## src/rtl/ioreg_script_pkg.sv

```systemverilog
// Shared definitions for the ioreg script player: FSM state encoding and the
// sound-register address map (NR10..NR52 at FF10..FF26).
package ioreg_script_pkg;

    typedef enum logic [2:0] {
        ST_IDLE,
        ST_WRITE,
        ST_RBACK,
        ST_WAIT,
        ST_DONE
    } state_t;

    localparam logic [15:0] NR10 = 16'hFF10;
    localparam logic [15:0] NR11 = 16'hFF11;
    localparam logic [15:0] NR12 = 16'hFF12;
    localparam logic [15:0] NR13 = 16'hFF13;
    localparam logic [15:0] NR14 = 16'hFF14;
    localparam logic [15:0] NR21 = 16'hFF16;
    localparam logic [15:0] NR22 = 16'hFF17;
    localparam logic [15:0] NR23 = 16'hFF18;
    localparam logic [15:0] NR24 = 16'hFF19;
    localparam logic [15:0] NR30 = 16'hFF1A;
    localparam logic [15:0] NR31 = 16'hFF1B;
    localparam logic [15:0] NR32 = 16'hFF1C;
    localparam logic [15:0] NR33 = 16'hFF1D;
    localparam logic [15:0] NR34 = 16'hFF1E;
    localparam logic [15:0] NR41 = 16'hFF20;
    localparam logic [15:0] NR42 = 16'hFF21;
    localparam logic [15:0] NR43 = 16'hFF22;
    localparam logic [15:0] NR44 = 16'hFF23;
    localparam logic [15:0] NR50 = 16'hFF24;
    localparam logic [15:0] NR51 = 16'hFF25;
    localparam logic [15:0] NR52 = 16'hFF26;

endpackage

```

## src/rtl/ioreg_script_table.sv

```systemverilog
// Script table: one synchronous write port, one asynchronous read port.
// The mask column exists only when IOREG_READBACK_EN is defined.
module ioreg_script_table #(
    parameter int NUM_ENTRIES = 8,
    parameter int ADDR_W      = 16,
    parameter int DATA_W      = 8,
    parameter int DELAY_W     = 24,
    parameter int IDX_W       = $clog2(NUM_ENTRIES)
) (
    input  logic               clk,
    input  logic               we,
    input  logic [IDX_W-1:0]   wr_idx,
    input  logic [ADDR_W-1:0]  wr_addr,
    input  logic [DATA_W-1:0]  wr_data,
    input  logic [DELAY_W-1:0] wr_delay,
`ifdef IOREG_READBACK_EN
    input  logic [DATA_W-1:0]  wr_mask,
    output logic [DATA_W-1:0]  rd_mask,
`endif
    input  logic [IDX_W-1:0]   rd_idx,
    output logic [ADDR_W-1:0]  rd_addr,
    output logic [DATA_W-1:0]  rd_data,
    output logic [DELAY_W-1:0] rd_delay
);

    logic [ADDR_W-1:0]  addr_mem  [NUM_ENTRIES];
    logic [DATA_W-1:0]  data_mem  [NUM_ENTRIES];
    logic [DELAY_W-1:0] delay_mem [NUM_ENTRIES];

    // Table contents deliberately survive reset.
    always_ff @(posedge clk) begin
        if (we) begin
            addr_mem[wr_idx]  <= wr_addr;
            data_mem[wr_idx]  <= wr_data;
            delay_mem[wr_idx] <= wr_delay;
        end
    end

    assign rd_addr  = addr_mem[rd_idx];
    assign rd_data  = data_mem[rd_idx];
    assign rd_delay = delay_mem[rd_idx];

`ifdef IOREG_READBACK_EN
    logic [DATA_W-1:0] mask_mem [NUM_ENTRIES];

    always_ff @(posedge clk) begin
        if (we) begin
            mask_mem[wr_idx] <= wr_mask;
        end
    end

    assign rd_mask = mask_mem[rd_idx];
`endif

endmodule

```

## src/rtl/ioreg_script_player.sv

```systemverilog
// ioreg write sequencer replaying a loadable (addr, data, delay) table onto the FFxx bus.
// Optional readback compare is enabled by defining IOREG_READBACK_EN.
module ioreg_script_player
    import ioreg_script_pkg::*;
#(
    parameter int NUM_ENTRIES = 8,
    parameter int ADDR_W      = 16,
    parameter int DATA_W      = 8,
    parameter int DELAY_W     = 24,
    parameter int IDX_W       = $clog2(NUM_ENTRIES)
) (
    input  logic               I_CLK,
    input  logic               I_RESET_L,
    input  logic               I_LOAD_EN,
    input  logic [IDX_W-1:0]   I_LOAD_IDX,
    input  logic [ADDR_W-1:0]  I_LOAD_ADDR,
    input  logic [DATA_W-1:0]  I_LOAD_DATA,
    input  logic [DELAY_W-1:0] I_LOAD_DELAY,
    input  logic [DATA_W-1:0]  I_LOAD_MASK,
    input  logic [IDX_W:0]     I_LEN,
    input  logic               I_START,
    input  logic               I_REPEAT,
    input  logic               I_ABORT,
    input  logic [DATA_W-1:0]  I_IOREG_RDATA,
    output logic [ADDR_W-1:0]  O_IOREG_ADDR,
    output logic [DATA_W-1:0]  O_IOREG_DATA,
    output logic               O_IOREG_EN,
    output logic               O_IOREG_WE_L,
    output logic               O_IOREG_RE_L,
    output logic               O_BUSY,
    output logic               O_DONE,
    output logic [7:0]         O_LOOP_COUNT,
    output logic               O_MISMATCH,
    output logic [7:0]         O_MISMATCH_CNT
);

    localparam logic [IDX_W:0]     LEN_MAX = (IDX_W+1)'(NUM_ENTRIES);
    localparam logic [IDX_W:0]     IDX_ONE = (IDX_W+1)'(1);
    localparam logic [DELAY_W-1:0] CNT_ONE = DELAY_W'(1);

    state_t             state, next_state;
    logic [IDX_W-1:0]   idx, next_idx;
    logic [IDX_W:0]     len, len_sel;
    logic               repeat_mode;
    logic [DELAY_W-1:0] cnt;
    logic               start_go, advance, wrap, last_entry, table_we;

    logic [ADDR_W-1:0]  rd_addr;
    logic [DATA_W-1:0]  rd_data;
    logic [DELAY_W-1:0] rd_delay;

    logic [ADDR_W-1:0]  addr_d;
    logic [DATA_W-1:0]  data_d;
    logic               en_d, we_l_d, re_l_d, busy_d, done_d;

`ifdef IOREG_READBACK_EN
    logic [DATA_W-1:0]  rd_mask, cur_mask;
    logic               mismatch_hit;
`endif

    // Abort outranks a simultaneous start.
    assign start_go   = (state == ST_IDLE) && I_START && !I_ABORT;
    assign len_sel    = (I_LEN > LEN_MAX) ? LEN_MAX : I_LEN;
    assign last_entry = ({1'b0, idx} + IDX_ONE) >= len;
    assign table_we   = I_LOAD_EN && (state == ST_IDLE);

    ioreg_script_table #(
        .NUM_ENTRIES (NUM_ENTRIES),
        .ADDR_W      (ADDR_W),
        .DATA_W      (DATA_W),
        .DELAY_W     (DELAY_W),
        .IDX_W       (IDX_W)
    ) u_table (
        .clk      (I_CLK),
        .we       (table_we),
        .wr_idx   (I_LOAD_IDX),
        .wr_addr  (I_LOAD_ADDR),
        .wr_data  (I_LOAD_DATA),
        .wr_delay (I_LOAD_DELAY),
`ifdef IOREG_READBACK_EN
        .wr_mask  (I_LOAD_MASK),
        .rd_mask  (rd_mask),
`endif
        .rd_idx   (next_idx),
        .rd_addr  (rd_addr),
        .rd_data  (rd_data),
        .rd_delay (rd_delay)
    );

    always_ff @(posedge I_CLK or negedge I_RESET_L) begin
        if (!I_RESET_L) begin
            state <= ST_IDLE;
        end else begin
            state <= next_state;
        end
    end

    // A zero delay skips WAIT entirely, so d=0 entries are written back to back.
    always_comb begin
        next_state = state;
        next_idx   = idx;
        advance    = 1'b0;
        wrap       = 1'b0;
        case (state)
            ST_IDLE: begin
                if (start_go) begin
                    next_idx   = '0;
                    next_state = (len_sel == '0) ? ST_DONE : ST_WRITE;
                end
            end
            ST_WRITE: begin
`ifdef IOREG_READBACK_EN
                next_state = ST_RBACK;
`else
                if (cnt == '0) advance = 1'b1;
                else           next_state = ST_WAIT;
`endif
            end
            ST_RBACK: begin
                if (cnt == '0) advance = 1'b1;
                else           next_state = ST_WAIT;
            end
            ST_WAIT: begin
                if (cnt <= CNT_ONE) advance = 1'b1;
            end
            ST_DONE:  next_state = ST_IDLE;
            default:  next_state = ST_IDLE;
        endcase

        if (advance) begin
            if (!last_entry) begin
                next_idx   = idx + IDX_W'(1);
                next_state = ST_WRITE;
            end else if (repeat_mode) begin
                next_idx   = '0;
                wrap       = 1'b1;
                next_state = ST_WRITE;
            end else begin
                next_state = ST_DONE;
            end
        end

        if (I_ABORT && (state != ST_IDLE)) begin
            next_state = ST_IDLE;
            wrap       = 1'b0;
        end
    end

    always_ff @(posedge I_CLK or negedge I_RESET_L) begin
        if (!I_RESET_L) begin
            idx          <= '0;
            len          <= '0;
            repeat_mode  <= 1'b0;
            cnt          <= '0;
            O_LOOP_COUNT <= '0;
        end else begin
            idx <= next_idx;
            if (start_go) begin
                len          <= len_sel;
                repeat_mode  <= I_REPEAT;
                O_LOOP_COUNT <= '0;
            end else if (wrap) begin
                O_LOOP_COUNT <= O_LOOP_COUNT + 8'd1;
            end
            if (next_state == ST_WRITE) begin
                cnt <= rd_delay;
            end else if (state == ST_WAIT) begin
                cnt <= cnt - CNT_ONE;
            end
        end
    end

    // Outputs are computed from the upcoming state so the registered strobes line up with it.
    always_comb begin
        addr_d = O_IOREG_ADDR;
        data_d = O_IOREG_DATA;
        en_d   = 1'b0;
        we_l_d = 1'b1;
        re_l_d = 1'b1;
        busy_d = 1'b0;
        done_d = 1'b0;
        case (next_state)
            ST_WRITE: begin
                addr_d = rd_addr;
                data_d = rd_data;
                en_d   = 1'b1;
                we_l_d = 1'b0;
                busy_d = 1'b1;
            end
            ST_RBACK: begin
                re_l_d = 1'b0;
                busy_d = 1'b1;
            end
            ST_WAIT:  busy_d = 1'b1;
            ST_DONE:  done_d = 1'b1;
            default: ;
        endcase
    end

    always_ff @(posedge I_CLK or negedge I_RESET_L) begin
        if (!I_RESET_L) begin
            O_IOREG_ADDR <= '0;
            O_IOREG_DATA <= '0;
            O_IOREG_EN   <= 1'b0;
            O_IOREG_WE_L <= 1'b1;
            O_IOREG_RE_L <= 1'b1;
            O_BUSY       <= 1'b0;
            O_DONE       <= 1'b0;
        end else begin
            O_IOREG_ADDR <= addr_d;
            O_IOREG_DATA <= data_d;
            O_IOREG_EN   <= en_d;
            O_IOREG_WE_L <= we_l_d;
            O_IOREG_RE_L <= re_l_d;
            O_BUSY       <= busy_d;
            O_DONE       <= done_d;
        end
    end

`ifdef IOREG_READBACK_EN
    // O_IOREG_DATA still holds the written value during RBACK; the mask is latched at WRITE.
    assign mismatch_hit = (state == ST_RBACK) &&
                          (((I_IOREG_RDATA ^ O_IOREG_DATA) & cur_mask) != '0);

    always_ff @(posedge I_CLK or negedge I_RESET_L) begin
        if (!I_RESET_L) begin
            cur_mask       <= '0;
            O_MISMATCH     <= 1'b0;
            O_MISMATCH_CNT <= '0;
        end else begin
            if (next_state == ST_WRITE) begin
                cur_mask <= rd_mask;
            end
            if (start_go) begin
                O_MISMATCH     <= 1'b0;
                O_MISMATCH_CNT <= '0;
            end else if (mismatch_hit) begin
                O_MISMATCH <= 1'b1;
                if (O_MISMATCH_CNT != 8'hFF) begin
                    O_MISMATCH_CNT <= O_MISMATCH_CNT + 8'd1;
                end
            end
        end
    end
`else
    logic unused_readback;
    assign unused_readback = ^{I_LOAD_MASK, I_IOREG_RDATA};
    assign O_MISMATCH      = 1'b0;
    assign O_MISMATCH_CNT  = '0;
`endif

endmodule

```

## config.mk

```make
export PLATFORM = sky130hd
export DESIGN_NAME = ioreg_script_player
export DESIGN_NICKNAME = d
export VERILOG_FILES = /design/src/rtl/ioreg_script_pkg.sv /design/src/rtl/ioreg_script_table.sv /design/src/rtl/ioreg_script_player.sv
export SDC_FILE = /design/constraint.sdc
export NUM_CORES = 1
export LEC_CHECK = 0
export BUFFER_PORTS_ARGS = -buffer_cell sky130_fd_sc_hd__buf_4
export CAP_MARGIN = 20
export CORE_AREA = 4 4 208 210
export CTS_CLUSTER_SIZE = 30
export DETAILED_ROUTE_END_ITERATION = 8
export DIE_AREA = 0 0 212 214
export GPL_TIMING_DRIVEN = 0
export PLACE_DENSITY = 0.62
export SETUP_SLACK_MARGIN = 0.2
export SYNTH_ARGS = -nofsm -noshare
export SYNTH_HDL_FRONTEND = slang
export SYNTH_HIERARCHICAL = 1
export SYNTH_SLANG_ARGS = --single-unit
export TNS_END_PERCENT = 100
```

## constraint.sdc

```tcl
create_clock -name I_CLK -period 7 [get_ports I_CLK]
set_input_delay 1.75 -clock I_CLK [delete_from_list [all_inputs] [get_ports I_CLK]]
set_output_delay 1.75 -clock I_CLK [all_outputs]
set_load 0.02 [all_outputs]
```

# --- After elaboration in Yosys (flattened, before gate mapping) ---
# Memories as Yosys holds them, arrays and structs flattened. A register that Yosys moved wholly into a read port is not among the register bits.
# Cells that the tools add are included.
totals:
  regBits: 48
  ramBits: 384
  inputBits: 77
  out_inout_bits: 46
  elab_cells: 75
  mem_count: 3
mem_list:
  columns: ["name", "depth", "width", "rd", "rd_ports_with_merged_regs", "write_ports", "line_no", "source"]
  rows:
  - ["u_table.delay_mem", 8, 24, 1, 0, 1, "ioreg_script_table.sv:28", "logic [DELAY_W-1:0] delay_mem [NUM_ENTRIES];"]
  - ["u_table.addr_mem", 8, 16, 1, 1, 1, "ioreg_script_table.sv:26", "logic [ADDR_W-1:0] addr_mem [NUM_ENTRIES];"]
  - ["u_table.data_mem", 8, 8, 1, 1, 1, "ioreg_script_table.sv:27", "logic [DATA_W-1:0] data_mem [NUM_ENTRIES];"]
classes:
  add_sub_neg: 4
  order_cmp: 3
  n_eq_ne: 7
  n_mux: 32
  reduce_logical: 15
ops:
  columns: ["op", "n"]
  rows:
  - ["$mux 24", 2]
  - ["$mux 3", 12]
  - ["$le 24x1->1 const B", 1]
  - ["$logic_not 24->1", 1]
  - ["$sub 24x1->24 const B", 1]
  - ["$mux 8", 2]
  - ["$mux 1", 13]
  - ["$eq 3x2->1 const B", 4]
  - ["$pmux 3 s3", 1]
  - ["$add 8x1->8 const B", 1]
  - ["$eq 3x1->1 const B", 2]
  - ["$add 3x1->4 const B", 1]
  - ["$ge 4x4->1", 1]
  - ["$gt 4x4->1 const B", 1]
  - ["$logic_and 1x1->1", 4]
  - ["$logic_not 4->1", 1]
  - ["$mux 4", 1]
  - ["$reduce_bool 2->1", 2]
  - ["$add 3x1->3 const B", 1]
  - ["$eq 3x3->1 const B", 1]
  - ["$logic_not 1->1", 3]
  - ["$logic_not 3->1", 1]
  - ["$reduce_bool 3->1", 1]
  - ["$reduce_or 3->1", 1]
  - ["other kinds (2)", 2]

# --- Depth between registers and ports, before layout ---
depth:
  ltp_word: 11
  depth_mapped: 15
  depth_no_buf: 12

# --- Modules after synthesis ---
# The synthesis kept the hierarchy.
modules_own_cells:
  columns: ["mod", "n_inst", "cells_each", "area_per_inst_um2", "seq_area_each_um2"]
  rows:
  - ["ioreg_script_table", 1, 568, 14659.1, 11531.1]
  - ["ioreg_script_player", 1, 313, 3846.2, 1804.2]

# --- Worst setup path before layout ---
# Ideal clock, no wire load.
synth_timing:
  path_kind: "input -> register"
  start: "in I_LOAD_EN"
  end: "mem u_table.addr_mem[0][0] (enable)"
  setup_time_ns: 0.513
  t_arrival_ns: 5.287
  required_time_ns: 6.487
  path_slack_ns: 1.200
  cell_stages: 4
  n_path_buf: 0
  cell_sequence: "inv_1 -> nor2_1 -> nand2b_1 -> nor3_1"
synth_between:
  elab_chain_len: 3
synth_lines:
  columns: ["element", "line_no", "source"]
  rows:
  - ["start, declared", "ioreg_script_player.sv:14", "input logic I_LOAD_EN,"]
  - ["$logic_and 1x1->1", "ioreg_script_player.sv:65", "assign table_we = I_LOAD_EN && (state == ST_IDLE);"]
  - ["net table_we", "ioreg_script_player.sv:46", "logic start_go, advance, wrap, last_entry, table_we;"]
  - ["$mux 1", "ioreg_script_table.sv:32", "if (we) begin"]
  - ["$mux 1 (implied by the code)", "ioreg_script_table.sv:33", "addr_mem[wr_idx] <= wr_addr;"]
  - ["end, declared", "ioreg_script_table.sv:26", null]
# The timed path passes the listed nets, and every way through them passes these cells.

# --- Final worst setup path ---
layout_timing:
  start: "reg cnt[20]"
  end: "reg cnt[3]"
layout_between:
  word_cells_on_any_way: 14
  classes_between: "order compare: 1; eq/ne: 1; mux: 9; reduce/logical: 2; memory: 1"
layout_lines:
  columns: ["element", "line_no", "source"]
  rows:
  - ["start, declared", "ioreg_script_player.sv:45", "logic [DELAY_W-1:0] cnt;"]
  - ["start signal, assigned", "ioreg_script_player.sv:166", "cnt <= rd_delay;"]
  - ["start signal, assigned", "ioreg_script_player.sv:168", "cnt <= cnt - CNT_ONE;"]
  - ["$le 24x1->1 or $logic_not 24->1 (tied branches)", "ioreg_script_player.sv:124, ioreg_script_player.sv:115, ioreg_script_player.sv:120", null]
  - ["$mux 1, on equally long branches", "ioreg_script_player.sv:124, ioreg_script_player.sv:115, ioreg_script_player.sv:120", null]
  - ["$pmux 1 s2 (*)", "ioreg_script_player.sv:104", "case (state)"]
  - ["$mux 3 (*)", "ioreg_script_player.sv:130", "if (advance) begin"]
  - ["net next_idx[1]", "ioreg_script_player.sv:42", "logic [IDX_W-1:0] idx, next_idx;"]
  - ["$mem_v2 8x24 (*)", null, null]
  - ["net rd_delay[3]", "ioreg_script_player.sv:50", "logic [DELAY_W-1:0] rd_delay;"]
  - ["$mux 24 (*)", "ioreg_script_player.sv:165", "if (next_state == ST_WRITE) begin"]
# The timed path passes the listed nets; every way through them passes the cells marked *.
# A chain may end at the register's enable or synchronous reset.

==> results.json <==
{
  "yosys_most_used_dff": "edfxtp_1",
  "fmax_mhz": 228,
  "min_path_cells": 2,
  "antenna_cells": 0,
  "r2r_start": "cnt[20]",
  "ff2ff_setup_slack_ns": 2.62,
  "synth_cell_type_count": 48,
  "dpl_cell_area_mm2": 0.0204,
  "ys_async_sr_fraction_pct": 15.8,
  "seqPwrFrac_pct": 51.3,
  "syn-instance-count": 881,
  "run_status": "finished clean",
  "avgSynthCellArea_um2": 21.0,
  "intPower_mw": 4.85,
  "p_leak_nw": 7.72,
  "place.port_buffers": 97,
  "crit_path_start": "cnt[20]",
  "maxCapViolCount": 0,
  "p_sw_mw": 1.32,
  "insertion_delay_ns": 0.56,
  "hold_viol_final": 0,
  "core_mm2": 0.0416,
  "maxSlewHeadroom_pct": 25.4,
  "yosys-top-cells-area": "edfxtp_1 62%, mux4_2 11%, dfrtp_1 9.5%",
  "rsz0062_at_grt": "no",
  "cp_max_fo": 10,
  "cp_slowest_stage_delay_ns": 0.68,
  "cts.htree.levels": 2,
  "ctsResizeCount": 0,
  "min_path_type": "flop to flop",
  "synth_warnings": 6,
  "drt_iter0_markers": 531,
  "holdBufCountCts": 0,
  "slew_viol_final": 0,
  "routedWlPerCell_um": 23.1,
  "die_h_um": 214,
  "grt_pass1_vias": 9184,
  "clkSlewWorstSetupHoldPaths_ns": 0.06,
  "p_comb_share_pct": 8.4,
  "switching_share_pct": 21.4,
  "synth_common_cells": "384 x edfxtp_1, 93 x mux4_2, 88 x mux2_4, 70 x dfrtp_1, 26 x nor2_1",
  "cp-end-kind": "flop",
  "power_density_mw_per_mm2": 281,
  "hold_start": "len[0]",
  "die-area_mm2": 0.0454,
  "holdPathEnd": "len[0]",
  "critPathBufInv": 2,
  "numCtsBuffers": 47,
  "die-width_um": 212,
  "skew_ns": 0.0146,
  "synth.most_common_cell": "edfxtp_1",
  "arrival_ns": 4.82,
  "rr_worst_depth": 9,
  "hpwl_um": 23800,
  "crit_required_ns": 7.44,
  "critPathKind": "flop to flop",
  "postLayoutCellArea_mm2": 0.0220,
  "start_kind": "flop",
  "post_cts_buffers": 0,
  "finalSetupTns_ns": 0,
  "drive_above_1_share_pct": 38.6,
  "cp_top_family": "simple AND/OR/NAND/NOR gates",
  "fin_hold_ws_ns": 0.503,
  "synth-seq-cells": 456,
  "grt_use_total_pct": 16.8,
  "area_growth_pct": 18.7,
  "syn_area_mm2": 0.0185,
  "overflow": 0,
  "yosysTopAreaCell": "edfxtp_1",
  "fin_crit_ns": 4.38,
  "setup_viol": 0,
  "slowest_stage": "nor4_1",
  "io_pins": 123,
  "clockPowerShare_pct": 40.3,
  "synth_edf_count": 384,
  "fin_nets": 1145,
  "cts_tree": "built",
  "cts_sinks": 456,
  "cts_root_buf": "clkbuf_16",
  "routed_wirelength_um": 37800,
  "drc": 0,
  "final_util_pct": 52.9,
  "worstMarginPinSlew_ns": 1.12,
  "drt-pass1-iter-count": 5,
  "synth_top_area_share_pct": 62.3,
  "antenna_left": 0,
  "gp_congestion": 0.742,
  "path_cells": "nor4_1 > nand2_1 > nor4_1 > nand2_1 > o2bb2ai_1 > clkbuf_1 > buf_2 > mux2_4 > mux2_4",
  "final.period_utilization_pct": 62.6,
  "initial_core_util_pct": 44.5,
  "antenna_found_initial": 2,
  "grt_pass1_wl_um": 57300,
  "vias": 8752,
  "grt_max_degree": 73,
  "ir_drop_uv": 241,
  "worst_r2r_endpoint": "cnt[3]",
  "vias_per_cell": 5.35,
  "yosysSeqAreaShare_pct": 72.1,
  "rows": 75,
  "clock_path_buffers": 3
}
-- through the flow --
stage | worst slack, ns | power (mW) | cells
finish | 2.62 | 6.18 | 1637
global route | 2.26 | 6.41 | 1637
global placement | -2.73 | 3.73 | 1525
CTS | 2.45 | 6.25 | 1636
detailed placement | 2.13 | 3.75 | 1549
floorplan | 1.20 | 3.53 | 889
-- area by class of cell --
class	instances	area, um^2
timing repair buffer	122	1160
inverter	10	37.5
clock buffer	71	1350
buffer	46	400
multi-input combinational	377	4820
tap	539	674
clock inverter	16	199
fill	3231	19600
sequential	456	13300
-- layout by cell type, fill, tap and decap left out, types with 20 or more instances in the layout --
master     netlist  layout
xor2_1          20      20
mux4_2          93      93
nand2_1         20      20
edfxtp_1       384     384
buf_4            9     106
dfrtp_1         70      70
nor2_1          26      20
clkbuf_16        0      49
clkbuf_1        12      30
mux2_4          88      88
-- kinds of logic (layout without fill, tap and decap cells) --
family / count (synthesis) / count (layout) / synth area share, %
flip-flops: 456 / 456 / 72.1
multiplexers: 192 / 192 / 19.4
AND/OR/NAND/NOR: 110 / 110 / 3.25
buffers and inverters: 56 / 265 / 2.37
AO/OA/AOI/OAI: 29 / 29 / 1.05
XOR/XNOR: 28 / 28 / 1.33
adder cells (fa/ha/maj): 8 / 8 / 0.541
other: 2 / 10 / 0.0406
-- registers in the layout (all words and copies together), names as in the netlist --
signal             cells
len                    4
u_table/delay_mem    192
O_IOREG_ADDR          16
u_table/addr_mem     128
idx                    3
O_IOREG_RE_L           1
cnt                   24
O_BUSY                 1
O_DONE                 1
O_IOREG_WE_L           1
u_table/data_mem      64
O_IOREG_DATA           8
O_IOREG_EN             1
state                  3
repeat_mode            1
O_LOOP_COUNT           8
-- routing by layer --
metal	wire (um)	up-vias	global-route usage, %	share of wire (%)
met3	1900	47	3.22	5.0
met2	18200	196	26.3	48
met4	595	4	4.28	1.6
met5	34	-	0	0.090
li1	-	3904	-	-
met1	17100	4601	24.5	45
-- worst max path at each step --
stage	slack [ns]	cells past startpoint	end
after global placement	-2.73	5	u_table/data_mem[2][0]
after CTS	2.45	10	O_IOREG_DATA[4]
after detailed placement	2.13	11	O_IOREG_DATA[4]
final	2.62	9	cnt[3]
after global routing	2.26	10	O_IOREG_DATA[4]
after floorplan	1.20	4	u_table/addr_mem[0][0]
-- worst min-delay path, cell delays in order (launching register included) --
cell and delay, ns:
dfrtp_1 0.37, nand2_1 0.06, nand2_1 0.05
-- power by group through the flow --
stage	Sequential (mW)	Combinational, mW	Clock (mW)
5_1_grt	3.19	0.561	2.66
4_1_cts	3.17	0.524	2.55
3_3_place_gp	3.23	0.500	0
6_report	3.17	0.518	2.49
2_1_floorplan	3.26	0.268	0
3_5_place_dp	3.23	0.521	0
(Power assumes the default switching activity.)
